## src/rtl/iter_mult16_pkg.sv

```systemverilog
// ---------------------------------------------------------------------------
// iter_mult16_pkg
// Shared CPU-side definitions for the iterative 16x16 multiplier:
//   mult_state_t  - control states of the multiplier FSM
//   MULT_LATENCY  - cycles from an accepted start to the done pulse
//   MULT_ITER     - number of shift-add iterations (one per multiplier bit)
// ---------------------------------------------------------------------------
package iter_mult16_pkg;

    typedef enum logic [1:0] {
        IDLE = 2'd0,
        RUN  = 2'd1,
        FIX  = 2'd2,
        DONE = 2'd3
    } mult_state_t;

    localparam int MULT_LATENCY = 18;
    localparam int MULT_ITER    = 16;

endpackage

```

## src/rtl/iter_mult16_cla16.sv

```systemverilog
// ---------------------------------------------------------------------------
// iter_mult16_cla16
// 16-bit carry-lookahead adder built from four 4-bit lookahead groups whose
// group generate/propagate terms are chained at the group level.
// Ports:
//   a_i, b_i  16-bit addends
//   cin_i     carry in
//   sum_o     16-bit sum
//   cout_o    carry out of bit 15
// ---------------------------------------------------------------------------
module iter_mult16_cla16 (
    input  logic [15:0] a_i,
    input  logic [15:0] b_i,
    input  logic        cin_i,
    output logic [15:0] sum_o,
    output logic        cout_o
);

    logic [15:0] gen;
    logic [15:0] prop;
    logic [16:0] carry;
    logic [3:0]  grpGen;
    logic [3:0]  grpProp;

    // Bit carries inside a group are fully looked ahead from the group's
    // carry-in; the carry into the next group uses the group G/P terms.
    always_comb begin
        gen      = a_i & b_i;
        prop     = a_i ^ b_i;
        carry    = '0;
        grpGen   = '0;
        grpProp  = '0;
        carry[0] = cin_i;
        for (int i = 0; i < 4; i++) begin
            grpGen[i]  = gen[4*i+3]
                       | (prop[4*i+3] & gen[4*i+2])
                       | (prop[4*i+3] & prop[4*i+2] & gen[4*i+1])
                       | (prop[4*i+3] & prop[4*i+2] & prop[4*i+1] & gen[4*i]);
            grpProp[i] = &prop[4*i +: 4];
            carry[4*i+1] = gen[4*i] | (prop[4*i] & carry[4*i]);
            carry[4*i+2] = gen[4*i+1]
                         | (prop[4*i+1] & gen[4*i])
                         | (prop[4*i+1] & prop[4*i] & carry[4*i]);
            carry[4*i+3] = gen[4*i+2]
                         | (prop[4*i+2] & gen[4*i+1])
                         | (prop[4*i+2] & prop[4*i+1] & gen[4*i])
                         | (prop[4*i+2] & prop[4*i+1] & prop[4*i] & carry[4*i]);
            carry[4*i+4] = grpGen[i] | (grpProp[i] & carry[4*i]);
        end
    end

    assign sum_o  = prop ^ carry[15:0];
    assign cout_o = carry[16];

endmodule

```

## src/rtl/iter_mult16.sv

```systemverilog
// ---------------------------------------------------------------------------
// iter_mult16
// Multi-cycle shift-add multiplier for the execute stage. Signed operands are
// converted to magnitudes on start, multiplied unsigned over 16 iterations
// through the shared 16-bit CLA, and the sign is re-applied in a final FIX
// cycle. A start/busy/done handshake lets the pipeline stall on it.
// Ports:
//   clk_i        system clock, rising edge
//   rst_i        synchronous active-high reset
//   start_i      request, accepted only in IDLE or DONE
//   signed_op_i  1 = two's-complement operands, sampled with start
//   a_i, b_i     multiplicand / multiplier, sampled with start
//   busy_o       high while iterating or fixing up the sign
//   done_o       one-cycle pulse, product valid
//   product_o    32-bit result, held until the next operation completes
//   ovfl16_o     result does not fit in 16 bits, held with product
// ---------------------------------------------------------------------------
module iter_mult16
    import iter_mult16_pkg::*;
#(
    parameter int WIDTH = 16
) (
    input  logic               clk_i,
    input  logic               rst_i,
    input  logic               start_i,
    input  logic               signed_op_i,
    input  logic [WIDTH-1:0]   a_i,
    input  logic [WIDTH-1:0]   b_i,
    output logic               busy_o,
    output logic               done_o,
    output logic [2*WIDTH-1:0] product_o,
    output logic               ovfl16_o
);

    localparam int PW = 2 * WIDTH;
    localparam int CW = $clog2(MULT_ITER);

    mult_state_t      state_q;
    logic [CW-1:0]    count_q;
    logic [WIDTH-1:0] mcand_q;
    logic [WIDTH-1:0] mplier_q;
    logic [WIDTH-1:0] acc_hi_q;
    logic             neg_q;
    logic             signed_q;
    logic             busy_q;
    logic             done_q;
    logic [PW-1:0]    product_q;
    logic             ovfl_q;

    logic [WIDTH-1:0] addend;
    logic [WIDTH-1:0] sum;
    logic             sumCarry;
    logic [WIDTH-1:0] a_mag_d;
    logic [WIDTH-1:0] b_mag_d;
    logic [PW-1:0]    product_d;
    logic [WIDTH:0]   signTop;
    logic             ovfl_d;

    // One accumulate per iteration: acc_hi + (mplier[0] ? mcand : 0).
    assign addend = mplier_q[0] ? mcand_q : '0;

    iter_mult16_cla16 u_adder (
        .a_i    (acc_hi_q),
        .b_i    (addend),
        .cin_i  (1'b0),
        .sum_o  (sum),
        .cout_o (sumCarry)
    );

    // Operand magnitudes; 0x8000 maps to itself and is read as unsigned.
    always_comb begin
        a_mag_d = a_i;
        b_mag_d = b_i;
        if (signed_op_i && a_i[WIDTH-1]) begin
            a_mag_d = ~a_i + WIDTH'(1);
        end
        if (signed_op_i && b_i[WIDTH-1]) begin
            b_mag_d = ~b_i + WIDTH'(1);
        end
    end

    // Sign fix-up uses its own 32-bit increment rather than the CLA, and the
    // overflow flag is derived from the final, sign-corrected result.
    always_comb begin
        product_d = {acc_hi_q, mplier_q};
        if (neg_q) begin
            product_d = ~{acc_hi_q, mplier_q} + PW'(1);
        end
        signTop = product_d[PW-1:WIDTH-1];
        if (signed_q) begin
            ovfl_d = !((&signTop) || !(|signTop));
        end else begin
            ovfl_d = |product_d[PW-1:WIDTH];
        end
    end

    // Control FSM with registered busy/done. DONE accepts a new start just
    // like IDLE so back-to-back operations skip the idle cycle.
    always_ff @(posedge clk_i) begin
        if (rst_i) begin
            state_q   <= IDLE;
            count_q   <= '0;
            mcand_q   <= '0;
            mplier_q  <= '0;
            acc_hi_q  <= '0;
            neg_q     <= 1'b0;
            signed_q  <= 1'b0;
            busy_q    <= 1'b0;
            done_q    <= 1'b0;
            product_q <= '0;
            ovfl_q    <= 1'b0;
        end else begin
            case (state_q)
                IDLE, DONE: begin
                    done_q <= 1'b0;
                    if (start_i) begin
                        mcand_q  <= a_mag_d;
                        mplier_q <= b_mag_d;
                        neg_q    <= signed_op_i & (a_i[WIDTH-1] ^ b_i[WIDTH-1]);
                        signed_q <= signed_op_i;
                        acc_hi_q <= '0;
                        count_q  <= CW'(MULT_ITER - 1);
                        busy_q   <= 1'b1;
                        state_q  <= RUN;
                    end else begin
                        busy_q  <= 1'b0;
                        state_q <= IDLE;
                    end
                end
                RUN: begin
                    // 33-bit right shift of {carry, sum, mplier}.
                    acc_hi_q <= {sumCarry, sum[WIDTH-1:1]};
                    mplier_q <= {sum[0], mplier_q[WIDTH-1:1]};
                    count_q  <= count_q - CW'(1);
                    if (count_q == '0) begin
                        state_q <= FIX;
                    end
                end
                FIX: begin
                    product_q <= product_d;
                    ovfl_q    <= ovfl_d;
                    busy_q    <= 1'b0;
                    done_q    <= 1'b1;
                    state_q   <= DONE;
                end
                default: begin
                    busy_q  <= 1'b0;
                    done_q  <= 1'b0;
                    state_q <= IDLE;
                end
            endcase
        end
    end

    assign busy_o    = busy_q;
    assign done_o    = done_q;
    assign product_o = product_q;
    assign ovfl16_o  = ovfl_q;

endmodule

```

## config.mk

```make
export PLATFORM = sky130hd
export DESIGN_NAME = iter_mult16
export DESIGN_NICKNAME = d
export VERILOG_FILES = /design/src/rtl/iter_mult16_pkg.sv /design/src/rtl/iter_mult16_cla16.sv /design/src/rtl/iter_mult16.sv
export SDC_FILE = /design/constraint.sdc
export NUM_CORES = 1
export LEC_CHECK = 0
export ABC_AREA = 1
export CAP_MARGIN = 25
export CORE_ASPECT_RATIO = 2
export CORE_MARGIN = 10
export CORE_UTILIZATION = 40
export DETAILED_ROUTE_END_ITERATION = 6
export PLACE_DENSITY = 0.66
export SLEW_MARGIN = 20
export SYNTH_ARGS = -nofsm -noshare
export SYNTH_HDL_FRONTEND = slang
export SYNTH_SLANG_ARGS = --single-unit
```

## constraint.sdc

```tcl
create_clock -name clk_i -period 5.69 [get_ports clk_i]
set_input_delay 1.138 -clock clk_i [delete_from_list [all_inputs] [get_ports clk_i]]
set_output_delay 1.138 -clock clk_i [all_outputs]
set_load 0.1 [all_outputs]
```

==> results of run 1 <==
[cell families (layout without fill, tap and decap cells)]
| logic type | after synthesis | after routing | share of synthesized area, % |
|---|---|---|---|
| and+or+nand+nor | 457 | 457 | 33.13 |
| AOI/OAI and AO/OA | 176 | 176 | 16.79 |
| buffers and inverters | 168 | 226 | 10.70 |
| DFF | 91 | 91 | 29.89 |
| adders and majority gates | 27 | 27 | 6.036 |
| xor gates and xnor gates | 24 | 24 | 3.449 |
[metal layers]
layer	vias to the layer above	track usage (%)	routed length [um]
met4	0	9.100	717
met3	41	1.789	498
met1	2682	16.54	6574
li1	3157	-	-
met5	-	0	0
met2	110	29.82	8742
[sequential cells by signal (all words and copies together), names as in the netlist]
name	cells
signed_q	1
product_o	32
count_q	4
mcand_q	16
ovfl16_o	1
mplier_q	16
done_o	1
busy_o	1
neg_q	1
state_q	2
acc_hi_q	16
[synthesized netlist by cell type, types with 11 or more instances]
library cell               instances
sky130_fd_sc_hd__nand2_1         239
sky130_fd_sc_hd__nand3_1          59
sky130_fd_sc_hd__nor2_1          104
sky130_fd_sc_hd__inv_1           125
sky130_fd_sc_hd__dfxtp_1          91
sky130_fd_sc_hd__a21oi_1          67
sky130_fd_sc_hd__a31oi_1          11
sky130_fd_sc_hd__o21ai_0          48
sky130_fd_sc_hd__xor2_1           17
sky130_fd_sc_hd__clkbuf_1         22
sky130_fd_sc_hd__ha_1             23
sky130_fd_sc_hd__o211ai_1         20
[stage by stage]
stage                     total power, mW  instance area [sq um]  utilization [%]  setup slack (ns)  hold slack [ns]
after floorplan                     2.535                   6095                -             3.239           0.4259
after global placement              3.007                   6939            46.58             2.088           0.4416
after detailed placement            3.020                   6939            46.58             2.036           0.4435
after CTS                           3.659                   7254            48.69             2.378           0.4608
after global routing                3.868                   7254            48.69             2.123           0.4857
final                               3.628                   7254            48.69             2.400           0.4627
[cells in the final DEF (no fill, tap or decap), types with 7 or more instances in the layout]
cell	instances
sky130_fd_sc_hd__nor2_1	104
sky130_fd_sc_hd__nand2_2	7
sky130_fd_sc_hd__nor3_1	8
sky130_fd_sc_hd__nand4_1	10
sky130_fd_sc_hd__o21ai_0	48
sky130_fd_sc_hd__xor2_1	17
sky130_fd_sc_hd__xnor2_1	7
sky130_fd_sc_hd__nor2_2	7
sky130_fd_sc_hd__o221ai_1	9
sky130_fd_sc_hd__nand3_1	59
sky130_fd_sc_hd__inv_1	125
sky130_fd_sc_hd__inv_2	8
sky130_fd_sc_hd__ha_1	22
sky130_fd_sc_hd__clkdlybuf4s50_1	70
sky130_fd_sc_hd__clkbuf_16	9
sky130_fd_sc_hd__a21oi_1	67
sky130_fd_sc_hd__dfxtp_1	91
sky130_fd_sc_hd__a31oi_1	11
sky130_fd_sc_hd__nand2_1	239
sky130_fd_sc_hd__o211ai_1	20
[worst min-delay path by stage]
stage	to	startpoint
2_1_floorplan	count_q[0]	count_q[0]
3_3_place_gp	count_q[0]	count_q[0]
3_5_place_dp	count_q[0]	count_q[0]
4_1_cts	count_q[0]	count_q[0]
5_1_grt	count_q[0]	count_q[0]
6_report	count_q[2]	count_q[2]
[power groups by stage]
stage | Sequential (mW) | Combinational, mW | Clock [mW]
floorplan | 1.61 | 0.922 | 0
global placement | 0.974 | 2.03 | 0
detailed placement | 0.978 | 2.04 | 0
CTS | 0.965 | 2.05 | 0.646
global route | 0.988 | 2.21 | 0.667
finish | 0.962 | 2.03 | 0.637
[worst max-delay path, cell delays in order]
cell and delay [ns]:
sky130_fd_sc_hd__clkdlybuf4s50_1 0.53, sky130_fd_sc_hd__nand2_2 0.19, sky130_fd_sc_hd__inv_2 0.41, sky130_fd_sc_hd__a21oi_2 0.05
sky130_fd_sc_hd__buf_4 0.25, sky130_fd_sc_hd__inv_2 0.16, sky130_fd_sc_hd__nand2_2 0.15, sky130_fd_sc_hd__inv_2 0.38
sky130_fd_sc_hd__a22oi_1 0.13, sky130_fd_sc_hd__a21oi_1 0.17
[area by class of cell]
class	count	area (sq um)	share of cell area (%)
Clock buffer	9	225.2	3.105
Sequential cell	91	1822	25.11
Clock inverter	7	90.09	1.242
Inverter	134	504.2	6.951
Timing Repair Buffer	76	745.7	10.28
Multi-Input combinational cell	684	3623	49.95
Tap cell	195	244.0	3.363
==> impl_metrics.xml, run 1 <==
<?xml version="1.0" encoding="UTF-8"?>
<metrics>
  <group name="finish">
    <metric name="flow.area_growth_from_synthesis" unit="%">19.03</metric>
    <metric name="fillCellCount" unit="">1519</metric>
    <metric name="nets" unit="">1059</metric>
    <metric name="drive_gt1_share" unit="%">6.793</metric>
    <metric name="layout.cells.non_filler" unit="">1196</metric>
    <metric name="n_antenna_cell" unit="">0</metric>
  </group>
  <group name="route">
    <metric name="drt-wirelength-per-cell" unit="um">13.82</metric>
    <metric name="post-route-drc-count" unit="">0</metric>
    <metric name="vias" unit="">5990</metric>
    <metric name="detailedRoute.firstIterationViolations" unit="">356</metric>
    <metric name="dr.pass1.iters" unit="">4</metric>
    <metric name="routed_wirelength" unit="mm">16.53</metric>
    <metric name="antenna_left" unit="">0</metric>
    <metric name="viasPerCell" unit="">5.008</metric>
  </group>
  <group name="clocking">
    <metric name="post-cts-setup-buffer-count" unit="">0</metric>
    <metric name="clk_latency" unit="ns">0.36</metric>
    <metric name="clock_tree.htree_level_count" unit="">3</metric>
    <metric name="cts_buffers" unit="">9</metric>
    <metric name="clk_transition_reported_paths" unit="ns">0.08</metric>
    <metric name="tritoncts" unit="">done</metric>
    <metric name="total_number_of_clock_tree_sinks" unit="">91</metric>
    <metric name="clk_root_buffer_cell" unit="">sky130_fd_sc_hd__clkbuf_16</metric>
    <metric name="clockBufferDepth" unit="">2</metric>
    <metric name="postCtsResizedCells" unit="">0</metric>
    <metric name="post_cts_hold_buffer_count" unit="">0</metric>
  </group>
  <group name="synthesis">
    <metric name="synthesis.yosys.warnings" unit="">0</metric>
    <metric name="synthCells" unit="">943</metric>
    <metric name="synth.avg_cell_area" unit="sq um">6.463</metric>
    <metric name="postSynthNetCount" unit="">1006</metric>
    <metric name="synth.area.top_cells" unit="">sky130_fd_sc_hd__dfxtp_1 (30%), sky130_fd_sc_hd__nand2_1 (15%), sky130_fd_sc_hd__inv_1 (7.7%), sky130_fd_sc_hd__nor2_1 (6.4%), sky130_fd_sc_hd__a21oi_1 (5.5%)</metric>
    <metric name="syn-cell-area" unit="sq um">6095</metric>
    <metric name="synth_edf_count" unit="">0</metric>
    <metric name="synth_cell_types" unit="">45</metric>
    <metric name="synth_sequential_area_ratio" unit="%">29.89</metric>
    <metric name="synth_flop_cell" unit="">sky130_fd_sc_hd__dfxtp_1</metric>
    <metric name="post-synth-top-area-cell" unit="">sky130_fd_sc_hd__dfxtp_1</metric>
    <metric name="top_cell_type_s_share_of_synthesized_area" unit="%">29.89</metric>
    <metric name="ys_ff_latch" unit="">91</metric>
    <metric name="ys_async_sr_fraction" unit="%">0</metric>
  </group>
  <group name="floorplanning">
    <metric name="chipWidth" unit="um">107.3</metric>
    <metric name="fp.dieH" unit="um">194.6</metric>
    <metric name="placeableCoreArea" unit="sq um">14900</metric>
    <metric name="die_footprint" unit="sq um">20870</metric>
    <metric name="total_number_of_placement_rows" unit="">63</metric>
    <metric name="floorplan.initialDensity" unit="%">40.91</metric>
    <metric name="design.portCount" unit="">71</metric>
  </group>
  <group name="power">
    <metric name="power_frac_comb" unit="%">55.9</metric>
    <metric name="clock_power_share" unit="%">17.6</metric>
    <metric name="p_leak" unit="nW">3.587</metric>
    <metric name="peakVddDrop" unit="V">0.0001614</metric>
    <metric name="internal_cell_power" unit="mW">1.721</metric>
    <metric name="power_per_cell_area" unit="nW/um^2">500.1</metric>
    <metric name="power.sequential.fraction" unit="%">26.5</metric>
    <metric name="power_switching_share" unit="%">52.58</metric>
    <metric name="switchingPower" unit="mW">1.907</metric>
  </group>
  <group name="placement">
    <metric name="gpl.final_weighted_congestion" unit="">0.9245</metric>
    <metric name="hpwlAfterDp" unit="mm">13.29</metric>
    <metric name="portBuffers" unit="">70</metric>
    <metric name="dp.cells" unit="">1180</metric>
  </group>
  <group name="critical_path">
    <metric name="worst_r2r_startpoint" unit="">mplier_q[0]</metric>
    <metric name="required" unit="ns">5.97</metric>
    <metric name="r2r_end" unit="">acc_hi_q[12]</metric>
    <metric name="crit_path_max_fanout" unit="">31</metric>
    <metric name="reg2reg_setup_slack" unit="ns">2.78</metric>
    <metric name="endpoint" unit="">mplier_q[11]</metric>
    <metric name="critical_path.endpoint_type" unit="">flip-flop</metric>
    <metric name="worstSetupPathType" unit="">in -&gt; reg</metric>
    <metric name="r2r.worst_path.cells" unit="">15</metric>
    <metric name="setup.worst_path.start_class" unit="">input pin</metric>
    <metric name="setup.worst_path.start" unit="">start_i</metric>
    <metric name="arr_time_crit_path" unit="ns">3.57</metric>
  </group>
  <group name="hold_path">
    <metric name="timing.hold.worst_path_depth" unit="">2</metric>
    <metric name="min_path_type" unit="">reg -&gt; reg</metric>
  </group>
  <group name="sta">
    <metric name="grt_setup_unrepaired" unit="">false</metric>
    <metric name="tightestPinTransition" unit="ns">1.030</metric>
    <metric name="setup_viol_count_final" unit="">0</metric>
    <metric name="setup_total_negative_slack" unit="ns">0</metric>
    <metric name="maxSlewViolCount" unit="">0</metric>
    <metric name="finalCritPeriodShare" unit="%">57.83</metric>
    <metric name="max-slew-margin-rel" unit="%">31.11</metric>
    <metric name="timing.final.hold_violations" unit="">0</metric>
    <metric name="timing.fmax" unit="GHz">0.3039</metric>
    <metric name="worst_clock_skew" unit="ns">0.01589</metric>
    <metric name="finalWorstPathRequiredPeriod" unit="ns">3.290</metric>
  </group>
  <group name="run">
    <metric name="drv_cap" unit="">0</metric>
  </group>
  <group name="global_routing">
    <metric name="antenna_found_initial" unit="">0</metric>
    <metric name="first_global_vias" unit="">5958</metric>
    <metric name="grt_first_pass_wirelength" unit="mm">27.74</metric>
    <metric name="globalRouteOverflowTotal" unit="">0</metric>
    <metric name="grt_use_total" unit="%">16.05</metric>
    <metric name="pin_count_of_the_biggest_net_entering_global_routing" unit="">57</metric>
  </group>
  <group name="run_status">
    <metric name="run_status" unit="">completed</metric>
  </group>
</metrics>
No activity file was read; power rests on OpenSTA's default activity.
==> inputs of run 2 (changes only) <==
--- a/config.mk
+++ b/config.mk
@@ -11,7 +11,7 @@
 export CORE_MARGIN = 10
 export CORE_UTILIZATION = 40
 export DETAILED_ROUTE_END_ITERATION = 6
-export PLACE_DENSITY = 0.66
+export PLACE_DENSITY = 0.69
 export SLEW_MARGIN = 20
 export SYNTH_ARGS = -nofsm -noshare
 export SYNTH_HDL_FRONTEND = slang
==> constraint.sdc (replaced) <==
create_clock -name clk_i -period 2.9 [get_ports clk_i]
set_input_delay 0.58 -clock clk_i [delete_from_list [all_inputs] [get_ports clk_i]]
set_output_delay 0.58 -clock clk_i [all_outputs]
set_load 0.1 [all_outputs]
==> run 2 against run 1 <==
Sequential share of layout area rose by 0.22 points. Register-to-register slack got worse by 2.3 ns. Combinational power grew 97%. Clock power rose by 95%. Critical path depth up 5. Critical endpoint is now acc_hi_q[12]. Largest cell class unchanged. Largest power group unchanged.
==> impl_metrics.xml, run 2 (synthesized netlist as in run 1, its figures left out) <==
<?xml version="1.0" encoding="UTF-8"?>
<metrics>
  <group name="critical_path">
    <metric name="r2r_end" unit="">acc_hi_q[12]</metric>
    <metric name="reg2reg_setup_slack" unit="ns">0.45</metric>
    <metric name="required" unit="ns">3.12</metric>
    <metric name="timing.critical_path.slowest_stage_cell" unit="">sky130_fd_sc_hd__dfxtp_2</metric>
    <metric name="arr_time_crit_path" unit="ns">2.67</metric>
    <metric name="critical_path.endpoint_type" unit="">flip-flop</metric>
    <metric name="crit_path_max_fanout" unit="">11</metric>
    <metric name="worstPathCellList" unit="">nand2_1 -&gt; inv_1 -&gt; ha_1 -&gt; a21oi_1 -&gt; nand2_1 -&gt; nand2_1 -&gt; nand2_1 -&gt; nand3_1 -&gt; nand2_1 -&gt; nand4_1 -&gt; nand2_1 -&gt; fa_1 -&gt; xor2_1 -&gt; nand2_1 -&gt; a21oi_1</metric>
    <metric name="setup.worst_path.start_class" unit="">flip-flop</metric>
    <metric name="critPathMostFrequentCell" unit="">sky130_fd_sc_hd__nand2_1</metric>
    <metric name="worstSetupPathType" unit="">reg -&gt; reg</metric>
    <metric name="worst_r2r_startpoint" unit="">mplier_q[0]</metric>
    <metric name="crit_path_max_incr_delay" unit="ns">0.44</metric>
    <metric name="setup.worst_path.start" unit="">mplier_q[0]</metric>
    <metric name="r2r.worst_path.cells" unit="">15</metric>
  </group>
  <group name="sta">
    <metric name="finalCritPeriodShare" unit="%">84.44</metric>
    <metric name="maxSlewViolCount" unit="">0</metric>
    <metric name="timing.final.hold_violations" unit="">0</metric>
    <metric name="grt_setup_unrepaired" unit="">false</metric>
    <metric name="worst_clock_skew" unit="ns">0.01219</metric>
    <metric name="hold-worst-slack" unit="ns">0.4648</metric>
    <metric name="finalWorstPathRequiredPeriod" unit="ns">2.449</metric>
    <metric name="max-slew-margin-rel" unit="%">61.54</metric>
    <metric name="setup_viol_count_final" unit="">0</metric>
    <metric name="tightestPinTransition" unit="ns">0.5770</metric>
    <metric name="setup_total_negative_slack" unit="ns">0</metric>
    <metric name="timing.fmax" unit="GHz">0.4084</metric>
  </group>
  <group name="finish">
    <metric name="regArea" unit="sq um">1823</metric>
    <metric name="mostFrequentLayoutCell" unit="">sky130_fd_sc_hd__nand2_1</metric>
    <metric name="layout.cell_area.non_filler" unit="sq um">7197</metric>
    <metric name="finish.utilization" unit="%">48.31</metric>
    <metric name="nets" unit="">1064</metric>
    <metric name="mostFrequentLayoutCells" unit="">sky130_fd_sc_hd__nand2_1 (239), sky130_fd_sc_hd__inv_1 (125), sky130_fd_sc_hd__nor2_1 (104)</metric>
    <metric name="layout.cells.non_filler" unit="">1201</metric>
    <metric name="largest_register_ffs" unit="">32</metric>
    <metric name="fillCellCount" unit="">1541</metric>
    <metric name="multiInputGateArea" unit="sq um">3623</metric>
    <metric name="drive_gt1_share" unit="%">10.83</metric>
    <metric name="n_antenna_cell" unit="">0</metric>
    <metric name="flow.area_growth_from_synthesis" unit="%">18.09</metric>
  </group>
  <group name="global_routing">
    <metric name="antenna_found_initial" unit="">0</metric>
    <metric name="first_global_vias" unit="">5937</metric>
    <metric name="grt_use_total" unit="%">16.35</metric>
    <metric name="globalRouteOverflowTotal" unit="">0</metric>
    <metric name="grt_first_pass_wirelength" unit="mm">27.80</metric>
    <metric name="pin_count_of_the_biggest_net_entering_global_routing" unit="">50</metric>
  </group>
  <group name="route">
    <metric name="viasPerCell" unit="">5.037</metric>
    <metric name="post-route-drc-count" unit="">0</metric>
    <metric name="drt-wirelength-per-cell" unit="um">13.97</metric>
    <metric name="dr.pass1.iters" unit="">6</metric>
    <metric name="antenna_left" unit="">0</metric>
    <metric name="detailedRoute.firstIterationViolations" unit="">303</metric>
    <metric name="routed_wirelength" unit="mm">16.77</metric>
    <metric name="vias" unit="">6049</metric>
  </group>
  <group name="clocking">
    <metric name="clock_tree.htree_level_count" unit="">3</metric>
    <metric name="cts_buffers" unit="">9</metric>
    <metric name="clk_root_buffer_cell" unit="">sky130_fd_sc_hd__clkbuf_16</metric>
    <metric name="clk_latency" unit="ns">0.36</metric>
    <metric name="post_cts_hold_buffer_count" unit="">0</metric>
    <metric name="post-cts-setup-buffer-count" unit="">0</metric>
    <metric name="total_number_of_clock_tree_sinks" unit="">91</metric>
    <metric name="postCtsResizedCells" unit="">0</metric>
    <metric name="tritoncts" unit="">done</metric>
    <metric name="clk_transition_reported_paths" unit="ns">0.08</metric>
    <metric name="clockBufferDepth" unit="">2</metric>
  </group>
  <group name="placement">
    <metric name="dp.cells" unit="">1185</metric>
    <metric name="portBuffers" unit="">70</metric>
    <metric name="gpl.final_weighted_congestion" unit="">0.9277</metric>
    <metric name="dpl_cell_area" unit="sq um">6889</metric>
    <metric name="hpwlAfterDp" unit="mm">13.35</metric>
  </group>
  <group name="hold_path">
    <metric name="timing.hold.worst_path_depth" unit="">1</metric>
    <metric name="min_path_type" unit="">reg -&gt; reg</metric>
    <metric name="min_to" unit="">count_q[0]</metric>
    <metric name="worst_hold_startpoint" unit="">count_q[0]</metric>
  </group>
  <group name="run">
    <metric name="drv_cap" unit="">0</metric>
  </group>
  <group name="floorplanning">
    <metric name="design.portCount" unit="">71</metric>
    <metric name="total_number_of_placement_rows" unit="">63</metric>
    <metric name="fp.dieH" unit="um">194.6</metric>
    <metric name="die_footprint" unit="sq um">20870</metric>
    <metric name="chipWidth" unit="um">107.3</metric>
    <metric name="placeableCoreArea" unit="sq um">14900</metric>
    <metric name="floorplan.initialDensity" unit="%">40.91</metric>
  </group>
  <group name="run_status">
    <metric name="run_status" unit="">completed</metric>
  </group>
  <group name="power">
    <metric name="peakVddDrop" unit="V">0.0003238</metric>
    <metric name="p_leak" unit="nW">3.676</metric>
    <metric name="power_per_cell_area" unit="nW/um^2">988.4</metric>
  </group>
</metrics>
## run 2: cell types whose count changed in the layout (fill, tap and decap cells not counted)
cell and delta:
sky130_fd_sc_hd__inv_6 +3, sky130_fd_sc_hd__clkdlybuf4s50_1 -35, sky130_fd_sc_hd__clkinv_2 +1, sky130_fd_sc_hd__dfxtp_1 -1, sky130_fd_sc_hd__dfxtp_2 +1, sky130_fd_sc_hd__buf_4 +40
sky130_fd_sc_hd__inv_8 -2, sky130_fd_sc_hd__clkinv_4 -2
## run 2: report_power, final
part	switching, mW	internal, mW
logic	2.95	1.04
clock network	0.552	0.685
registers	0.274	1.61
## run 2: cell type report
type	count	area share, %
inverter	134	7.006
multi-input combinational	684	50.35
clock buffer	9	3.129
clock inverter	7	1.130
sequential	91	25.33
tap	195	3.390
timing repair buffer	81	9.666
## run 2: per-layer routing
metal / global-route usage (%) / wire length, um / vias up
li1: - / - / 3171
met1: 16.21 / 6367 / 2722
met2: 30.88 / 9102 / 124
met3: 3.082 / 676 / 32
met4: 7.843 / 628 / 0
met5: 0 / 0 / -
## run 2: how the worst max path moves through the flow
stage / end / slack (ns) / cells past startpoint
floorplan: acc_hi_q[12] / 0.46 / 17
global placement: mplier_q[0] / 0.16 / 9
detailed placement: mplier_q[0] / 0.21 / 9
CTS: acc_hi_q[12] / 0.31 / 15
global route: acc_hi_q[12] / 0.12 / 15
finish: acc_hi_q[12] / 0.45 / 15
## run 2: worst max-delay path: cells and delay by family, from the launching register on
family	cells	cell delay (ns)
flip-flops	1	0.44
AO/OA/AOI/OAI	2	0.22
adder cells (fa/ha/maj)	2	0.65
buffers and inverters	1	0.06
AND/OR/NAND/NOR	9	0.77
XOR/XNOR	1	0.15
## run 2: stage by stage
step | power [mW] | setup WS, ns
finish | 7.114 | 0.4513
global placement | 5.881 | 0.1561
global route | 7.558 | 0.1173
floorplan | 4.974 | 0.4626
detailed placement | 5.917 | 0.2147
CTS | 7.162 | 0.3134
==> inputs of run 3 (changes only) <==
--- a/config.mk
+++ b/config.mk
@@ -11,7 +11,7 @@
 export CORE_MARGIN = 10
 export CORE_UTILIZATION = 40
 export DETAILED_ROUTE_END_ITERATION = 6
-export PLACE_DENSITY = 0.69
+export PLACE_DENSITY = 0.66
 export SLEW_MARGIN = 20
 export SYNTH_ARGS = -nofsm -noshare
 export SYNTH_HDL_FRONTEND = slang
==> constraint.sdc (replaced) <==
create_clock -name clk_i -period 2.3 [get_ports clk_i]
set_input_delay 0.46 -clock clk_i [delete_from_list [all_inputs] [get_ports clk_i]]
set_output_delay 0.46 -clock clk_i [all_outputs]
set_load 0.1 [all_outputs]
==> run 3 against run 2 <==
Final area is 8.9% higher. Largest power group unchanged. Critical path type unchanged. Clock-buffer cell count stayed put. Largest cell class unchanged. Core utilization increased by 4.3 points.
==> impl_metrics.xml, run 3 (synthesized netlist as in run 1, its figures left out) <==
<?xml version="1.0" encoding="UTF-8"?>
<metrics>
  <group name="sta">
    <metric name="worst_slack" unit="ns">0.03858</metric>
    <metric name="timing.final.hold_violations" unit="">0</metric>
    <metric name="setup_viol_count_final" unit="">0</metric>
    <metric name="setup_total_negative_slack" unit="ns">0</metric>
    <metric name="timing.fmax" unit="GHz">0.4422</metric>
    <metric name="maxSlewViolCount" unit="">0</metric>
    <metric name="finalWorstPathRequiredPeriod" unit="ns">2.261</metric>
    <metric name="max-slew-margin-rel" unit="%">69.88</metric>
    <metric name="worst_clock_skew" unit="ns">0.009565</metric>
    <metric name="hold-worst-slack" unit="ns">0.4543</metric>
    <metric name="tightestPinTransition" unit="ns">0.4511</metric>
    <metric name="grt_setup_unrepaired" unit="">true</metric>
    <metric name="finalCritPeriodShare" unit="%">98.32</metric>
  </group>
  <group name="critical_path">
    <metric name="setup.worst_path.start_class" unit="">flip-flop</metric>
    <metric name="timing.critical_path.slowest_stage_cell" unit="">sky130_fd_sc_hd__fa_2</metric>
    <metric name="worstSetupPathType" unit="">reg -&gt; reg</metric>
    <metric name="critical_path.endpoint_type" unit="">flip-flop</metric>
    <metric name="required" unit="ns">2.59</metric>
    <metric name="arr_time_crit_path" unit="ns">2.55</metric>
    <metric name="critical_path.n_buffers_inverters" unit="">4</metric>
    <metric name="critPathMostFrequentCell" unit="">sky130_fd_sc_hd__nand2_1</metric>
    <metric name="worstPathCellList" unit="">buf_12 -&gt; buf_6 -&gt; nand2_1 -&gt; inv_1 -&gt; ha_4 -&gt; nand2_1 -&gt; inv_2 -&gt; nand2_1 -&gt; nand2_1 -&gt; a31oi_1 -&gt; nand2_2 -&gt; fa_2 -&gt; nand2_2 -&gt; a21oi_2</metric>
    <metric name="crit_path_max_fanout" unit="">8</metric>
    <metric name="crit_path_max_incr_delay" unit="ns">0.54</metric>
    <metric name="crit_family" unit="">adder cells</metric>
  </group>
  <group name="power">
    <metric name="internal_cell_power" unit="mW">4.364</metric>
    <metric name="switchingPower" unit="mW">4.769</metric>
    <metric name="power_frac_comb" unit="%">57.4</metric>
    <metric name="clock_power_share" unit="%">16.6</metric>
    <metric name="peakVddDrop" unit="V">0.0004052</metric>
    <metric name="power_per_cell_area" unit="nW/um^2">1165</metric>
    <metric name="power_switching_share" unit="%">52.22</metric>
    <metric name="power.sequential.fraction" unit="%">26.0</metric>
    <metric name="p_leak" unit="nW">3.937</metric>
  </group>
  <group name="finish">
    <metric name="finish.utilization" unit="%">52.60</metric>
    <metric name="mostFrequentLayoutCell" unit="">sky130_fd_sc_hd__nand2_1</metric>
    <metric name="mostFrequentLayoutCells" unit="">sky130_fd_sc_hd__nand2_1 (226), sky130_fd_sc_hd__inv_1 (119), sky130_fd_sc_hd__nor2_1 (102)</metric>
    <metric name="flow.area_growth_from_synthesis" unit="%">28.58</metric>
    <metric name="nets" unit="">1117</metric>
    <metric name="largest_register_ffs" unit="">32</metric>
    <metric name="n_antenna_cell" unit="">0</metric>
    <metric name="drive_gt1_share" unit="%">18.89</metric>
  </group>
  <group name="floorplanning">
    <metric name="die_footprint" unit="sq um">20870</metric>
    <metric name="design.portCount" unit="">71</metric>
    <metric name="floorplan.initialDensity" unit="%">40.91</metric>
    <metric name="total_number_of_placement_rows" unit="">63</metric>
    <metric name="placeableCoreArea" unit="sq um">14900</metric>
    <metric name="fp.dieH" unit="um">194.6</metric>
    <metric name="chipWidth" unit="um">107.3</metric>
  </group>
  <group name="clocking">
    <metric name="clk_transition_reported_paths" unit="ns">0.07</metric>
    <metric name="clk_latency" unit="ns">0.36</metric>
    <metric name="clk_root_buffer_cell" unit="">sky130_fd_sc_hd__clkbuf_16</metric>
    <metric name="tritoncts" unit="">done</metric>
    <metric name="cts_buffers" unit="">9</metric>
    <metric name="clockBufferDepth" unit="">2</metric>
    <metric name="post_cts_hold_buffer_count" unit="">0</metric>
    <metric name="total_number_of_clock_tree_sinks" unit="">91</metric>
    <metric name="clock_tree.htree_level_count" unit="">3</metric>
  </group>
  <group name="route">
    <metric name="drt-wirelength-per-cell" unit="um">13.80</metric>
    <metric name="post-route-drc-count" unit="">0</metric>
    <metric name="detailedRoute.firstIterationViolations" unit="">324</metric>
    <metric name="vias" unit="">6242</metric>
    <metric name="antenna_left" unit="">0</metric>
    <metric name="routed_wirelength" unit="mm">17.31</metric>
    <metric name="dr.pass1.iters" unit="">4</metric>
    <metric name="viasPerCell" unit="">4.978</metric>
  </group>
  <group name="global_routing">
    <metric name="globalRouteOverflowTotal" unit="">0</metric>
    <metric name="grt_use_total" unit="%">16.67</metric>
    <metric name="first_global_vias" unit="">6250</metric>
    <metric name="antenna_found_initial" unit="">0</metric>
    <metric name="grt_first_pass_wirelength" unit="mm">28.75</metric>
    <metric name="pin_count_of_the_biggest_net_entering_global_routing" unit="">43</metric>
  </group>
  <group name="run">
    <metric name="drv_cap" unit="">0</metric>
  </group>
  <group name="run_status">
    <metric name="run_status" unit="">completed</metric>
  </group>
  <group name="hold_path">
    <metric name="min_path_type" unit="">reg -&gt; reg</metric>
  </group>
  <group name="placement">
    <metric name="portBuffers" unit="">70</metric>
    <metric name="preCtsSetupSlack" unit="ns">-0.03524</metric>
    <metric name="gpl.final_weighted_congestion" unit="">0.9591</metric>
    <metric name="hpwlAfterDp" unit="mm">13.76</metric>
  </group>
</metrics>
## run 3: cell types whose count changed in the layout (fill, tap and decap cells not counted), sizes merged
cell	previous run	this run
buf	46	99
clkinv	2	5
clkinvlp	0	1
inv	138	134
## run 3: repair_timing
action	4_1_cts	5_1_grt
pin swaps	1	16
buffers inserted	0	1
gates resized for setup	3	40
setup endpoints to repair	2	8
## run 3: power groups by stage
| stage | logic, mW | registers, mW | clock network, mW |
|---|---|---|---|
| final | 5.24 | 2.38 | 1.51 |
| after global routing | 5.72 | 2.44 | 1.60 |
| after CTS | 5.24 | 2.37 | 1.55 |
| after detailed placement | 5.22 | 2.40 | 0 |
| after global placement | 5.18 | 2.40 | 0 |
| after floorplan | 2.29 | 3.99 | 0 |
## run 3: final timing paths
check | from | endpoint | slack (ns) | depth (start not counted)
worst max-delay path | mplier_q[0] | acc_hi_q[11] | 0.04 | 14
worst min-delay path | count_q[0] | count_q[0] | 0.45 | 1
worst max register to register | mplier_q[0] | acc_hi_q[11] | 0.04 | 14
worst min register to register | count_q[0] | count_q[0] | 0.45 | 1
## run 3: metrics by stage
| step | instances | power [mW] | area, sq um |
|---|---|---|---|
| 5_1_grt | 1254 | 9.759 | 7836 |
| 4_1_cts | 1253 | 9.159 | 7664 |
| 3_5_place_dp | 1237 | 7.623 | 7345 |
| 6_report | 1254 | 9.133 | 7836 |
| 3_3_place_gp | 1237 | 7.579 | 7345 |
| 2_1_floorplan | 943 | 6.276 | 6113 |
## run 3: layout make-up
cell class | count | area, sq um
clock buffer | 9 | 225.2
clock inverter | 7 | 77.57
fill | 1493 | 7062
inverter | 134 | 506.7
multi-input combinational | 684 | 3809
sequential | 91 | 1823
tap | 195 | 244.0
timing repair buffer | 134 | 1151
## run 3: per-layer routing
metal,vias to the layer above,routed length (um),global-route usage (%)
li1,3285,-,-
met1,2812,6550,16.33
met2,105,9548,31.66
met3,40,569,2.783
met4,0,642,8.698
met5,-,0,0
==> RTL change 1: new RTL, flow settings as in run 3 <==
The package constant `MULT_ITER` goes from 16 to 8.
--- a/src/rtl/iter_mult16_pkg.sv
+++ b/src/rtl/iter_mult16_pkg.sv
@@ -15,7 +15,7 @@
     } mult_state_t;
 
     localparam int MULT_LATENCY = 18;
-    localparam int MULT_ITER    = 16;
+    localparam int MULT_ITER    = 8;
 
 endpackage
 
Formal check against the unedited RTL: same outputs for any inputs over 10 cycles, from zero or initial values and one cycle with rst_i high; that may be too few to reach the edited logic, so the function may still have changed.
==> RTL change 1 against run 3 <==
- final area down 6.7%
- first-iteration DRC count up 4.0%
- clock skew up 0.0052 ns
- sequential cell count down 1
- core utilization down 1.9 points
- routed wire length down 3.4%
- synthesized area down 3.5%
- total power down 7.0%
- count of clock-buffer cells in the layout up 1
- worst setup slack better by 0.10 ns
- critical path type unchanged
- critical endpoint unchanged
==> RTL change 1: results (changes against run 3) <==
- Mean Syn Cell Area: 6.51 um^2 (+0.65%)
- Via density: 5.12 (+2.8%)
- Final nets: 1055 (-5.6%)
- GRT Total Usage: 16.8% (+0.14 points)
- Clock power frac: 17.9% (+1.3 points)
- Share of cells above drive strength 1: 14.6% (-4.3 points)
- Initial DRC Count: 337 (+4.0%)
- Placed inst area: 0.00690 mm^2 (-6.0%)
- Placed Cells: 1170 (-5.4%)
- Largest net degree at the start of global routing: 52 (+21%)
- Cells taking the most area after synthesis: dfxtp_1 (31%), nand2_1 (13%), a21oi_1 (7.0%)
- Number of global-route vias before repair: 5849 (-6.4%)
- Grt met1 use: 17.2% (+0.91 points)
- Slew HR: 64.0% (-5.8 points)
- Met1 WL: 6.26 mm (-4.4%)
- Drt wl/cell: 14.1 um (+2.0%)
- Worst-case vdd ir drop: 0.483 mV (+19%)
- Seq pwr share: 27.9% (+1.9 points)
- Seq/Total Area, Yosys: 30.6% (+0.75 points)
- Status: completed
- Post-CTS resize count: 1 (-2)
- Metal2 WL: 9.08 mm (-4.9%)
- Dpl ws: -0.0953 ns (-0.0601 ns)
- Max FO, Critical Path: 6 (-2)
- First-pass GRT wire length: 28.0 mm (-2.7%)
- Clk_skew: 0.0148 ns (+0.00523 ns)
- Xor/xnor share of the synthesized area: 4.17% (+0.72 points)
- Routing usage on met3: 2.93% (+0.15 points)
RTL change 1: changes by cell type after synthesis, moves of 6 or more:
| cell | before | now |
|---|---|---|
| a22oi_1 | 6 | 0 |
| o211ai_1 | 20 | 13 |
| nand2_1 | 239 | 202 |
| a31oi_1 | 11 | 3 |
| o21ai_0 | 48 | 74 |
| a21oi_1 | 67 | 82 |
| inv_1 | 125 | 109 |
RTL change 1: path summary, 6_finish.rpt:
check                                     to  cells past startpoint  slack [ns]         from
worst max-delay path            acc_hi_q[11]                     11        0.14  mplier_q[0]
worst min register to register    count_q[0]                      1        0.45   count_q[0]
worst max register to register  acc_hi_q[11]                     11        0.14  mplier_q[0]
worst min-delay path              count_q[0]                      1        0.45   count_q[0]
RTL change 1: cell type report:
type,count,area (um^2),area share (%)
Multi-Input combinational cell,666,3610,49.4
Sequential cell,90,1810,24.7
Timing Repair Buffer,108,918,12.6
Inverter,116,437,5.97
Tap cell,192,240,3.29
Clock buffer,10,229,3.13
Clock inverter,6,71.3,0.975
==> RTL change 2: new RTL, flow settings as in run 3 <==
Without the edit above. Put one more register stage on the output `product_o`, cleared by the reset. The value now appears one clock later. The other outputs are not delayed to match.
--- a/src/rtl/iter_mult16.sv
+++ b/src/rtl/iter_mult16.sv
@@ -154,7 +154,13 @@
 
     assign busy_o    = busy_q;
     assign done_o    = done_q;
-    assign product_o = product_q;
+    always_ff @(posedge clk_i) begin
+        if (rst_i) begin
+            product_o <= '0;
+        end else begin
+            product_o <= product_q;
+        end
+    end
     assign ovfl16_o  = ovfl_q;
 
 endmodule
Behaviour: no difference found for any inputs over 10 cycles, from zero or initial values and one cycle with rst_i high; that may be too few to reach the edited logic, so the function may still have changed.
==> RTL change 2 against run 3 <==
- first-iteration DRC count decreased by 15%
- routed wire length increased by 8.1%
- final area increased by 13%
- synthesized area increased by 13%
- total power increased by 12%
- sequential cell count increased by 32
- synthesized cell count increased by 8.1%
- die area increased by 11%
- global-route usage decreased by 0.75 points
- worst setup slack got worse by 0.030 ns
- clock skew increased by 0.0094 ns
- highest routed layer unchanged
- combinational power decreased by 20%
==> RTL change 2: results (changes against run 3) <==
- Clk_skew: 0.0190 ns (+0.00940 ns)
- Clock Latency Late Sink: 0.43 ns (+0.07 ns)
- Initial DRC Count: 274 (-15%)
- Mean Syn Cell Area: 6.78 um^2 (+4.9%)
- Biggest regs: product_o: 32 flops, product_q: 32 flops
- Seq/Total Area, Yosys: 35.6% (+5.7 points)
- GPL Wtd Cong: 0.969 (+1.1%)
- Peak per-stage delay on the critical path: 0.34 ns (-0.20 ns)
- List of most frequent post-synthesis cells: nand2_1 (232), inv_1 (157), dfxtp_1 (123)
- Number of global-route vias before repair: 6429 (+2.9%)
- Hpwl dp: 14.1 mm (+2.3%)
- Critical path's slowest cell: fa_2
- R2R Setup Slk: 0.009 ns (-0.03 ns)
- Drt total wl: 18.7 mm (+8.1%)
- Initial antenna violation count: 0 (unchanged)
- First-pass GRT wire length: 31.0 mm (+7.8%)
- Pleak: 4.35 nW (+10%)
- Status: completed
- Via count: 6701 (+7.4%)
- Cells taking the most area after synthesis: dfxtp_1 (36%), nand2_1 (13%), inv_1 (8.5%)
- Share of cells above drive strength 1: 17.1% (-1.8 points)
- Synth Net Count: 1082 (+7.6%)
- Type of the tightest min-delay check: primary input to register
- CTS H-tree lvls: 4 (+1)
- R2R Path Start: mplier_q[0]
- Clock-pin slew on the worst setup and hold paths: 0.06 ns
- Hold Path Stages: 2 (+1)
- Hold endpoint: acc_hi_q[12]
- CTS Buf Count: 17 (+8)
- Final non-filler cell total: 1345 (+7.3%)
- Worst Path Arrival: 2.64 ns (+0.09 ns)
- Final nets: 1185 (+6.1%)
- Clk root buf: clkbuf_16
- R2R Path End: acc_hi_q[12]
- Synth unique cells: 43 (-4.4%)
- Slew HR: 75.1% (+5.3 points)
- Hold path start: rst_i
- Reg2Reg Depth: 16 (+2)
- Synth warnings: 0 (unchanged)
- Largest net degree at the start of global routing: 81 (+88%)
- GRT Total Usage: 15.9% (-0.75 points)
- Worst-case vdd ir drop: 0.704 mV (+74%)
- Drt first pass iters: 5 (+1)
- Min Hold Slack: 0.396 ns (-0.0584 ns)
[RTL change 2: changes by cell type in the layout (fill, tap and decap cells not counted), moves of 8 or more]
cell       before  now
nor2_1        102  115
inv_1         119  150
dfxtp_1        90  122
buf_4          93   83
clkbuf_16       9   17
a21oi_1        63   72
[RTL change 2: worst max path at each step]
stage	start	to	slack, ns	cells after the start
2_1_floorplan	mplier_q[0]	acc_hi_q[11]	0.04	16
3_3_place_gp	a_i[0]	mcand_q[12]	0.03	11
3_5_place_dp	b_i[2]	mplier_q[11]	-0.01	12
4_1_cts	mplier_q[0]	acc_hi_q[12]	0.005	15
5_1_grt	mplier_q[0]	acc_hi_q[12]	-0.08	16
6_report	mplier_q[0]	acc_hi_q[12]	0.009	16
[RTL change 2: timing repair]
item                                    CTS  global route
pin swaps                                 2            12
setup buffers                             5             6
endpoints found under the hold margin     0             0
hold buffers                              0             0
resized for setup                         8            29
endpoints found under the setup margin    6            12
[RTL change 2: power by group]
part           internal (W)  switching (W)  leakage (nW)
sequential          0.00268       0.000338          1.00
clock               0.00196        0.00102         0.310
combinational       0.00133        0.00288          3.03
[RTL change 2: area by class of cell]
| class | instances | area, um^2 |
|---|---|---|
| Clock buffer | 19 | 443 |
| Sequential cell | 123 | 2460 |
| Timing Repair Buffer | 122 | 1050 |
| Fill cell | 1628 | 8220 |
| Clock inverter | 13 | 216 |
| Tap cell | 210 | 263 |
| Multi-Input combinational cell | 694 | 3830 |
| Inverter | 164 | 621 |
[RTL change 2: metal layers]
layer,vias up,global-route usage [%],share of wire (%)
met5,-,0,0
met4,0,5.37,1.8
met3,23,3.34,3.9
met2,139,28.8,52
met1,3065,17.9,42
li1,3474,-,-
[RTL change 2: cell families (layout without fill, tap and decap cells)]
family | after synthesis | after routing | share of synthesized area (%)
xor+xnor | 22 | 22 | 2.79
compound gates | 189 | 189 | 15.9
fa+ha+maj | 27 | 27 | 5.32
flops | 123 | 123 | 35.6
simple gates | 456 | 456 | 28.9
buf+inv | 202 | 318 | 11.4
[RTL change 2: through the flow]
step | setup slack [ns] | util, % | total power (W) | TNS (ns) | instance area [um^2]
detailed placement | -0.0138 | 46.8 | 0.00711 | -0.0182 | 8000
global route | -0.0843 | 51.9 | 0.0108 | -0.140 | 8880
floorplan | 0.0389 | - | 0.00607 | 0 | 6950
finish | 0.00898 | 51.9 | 0.0102 | 0 | 8880
CTS | 0.00531 | 51.0 | 0.0101 | 0 | 8720
global placement | 0.0284 | 46.8 | 0.00706 | 0 | 8000
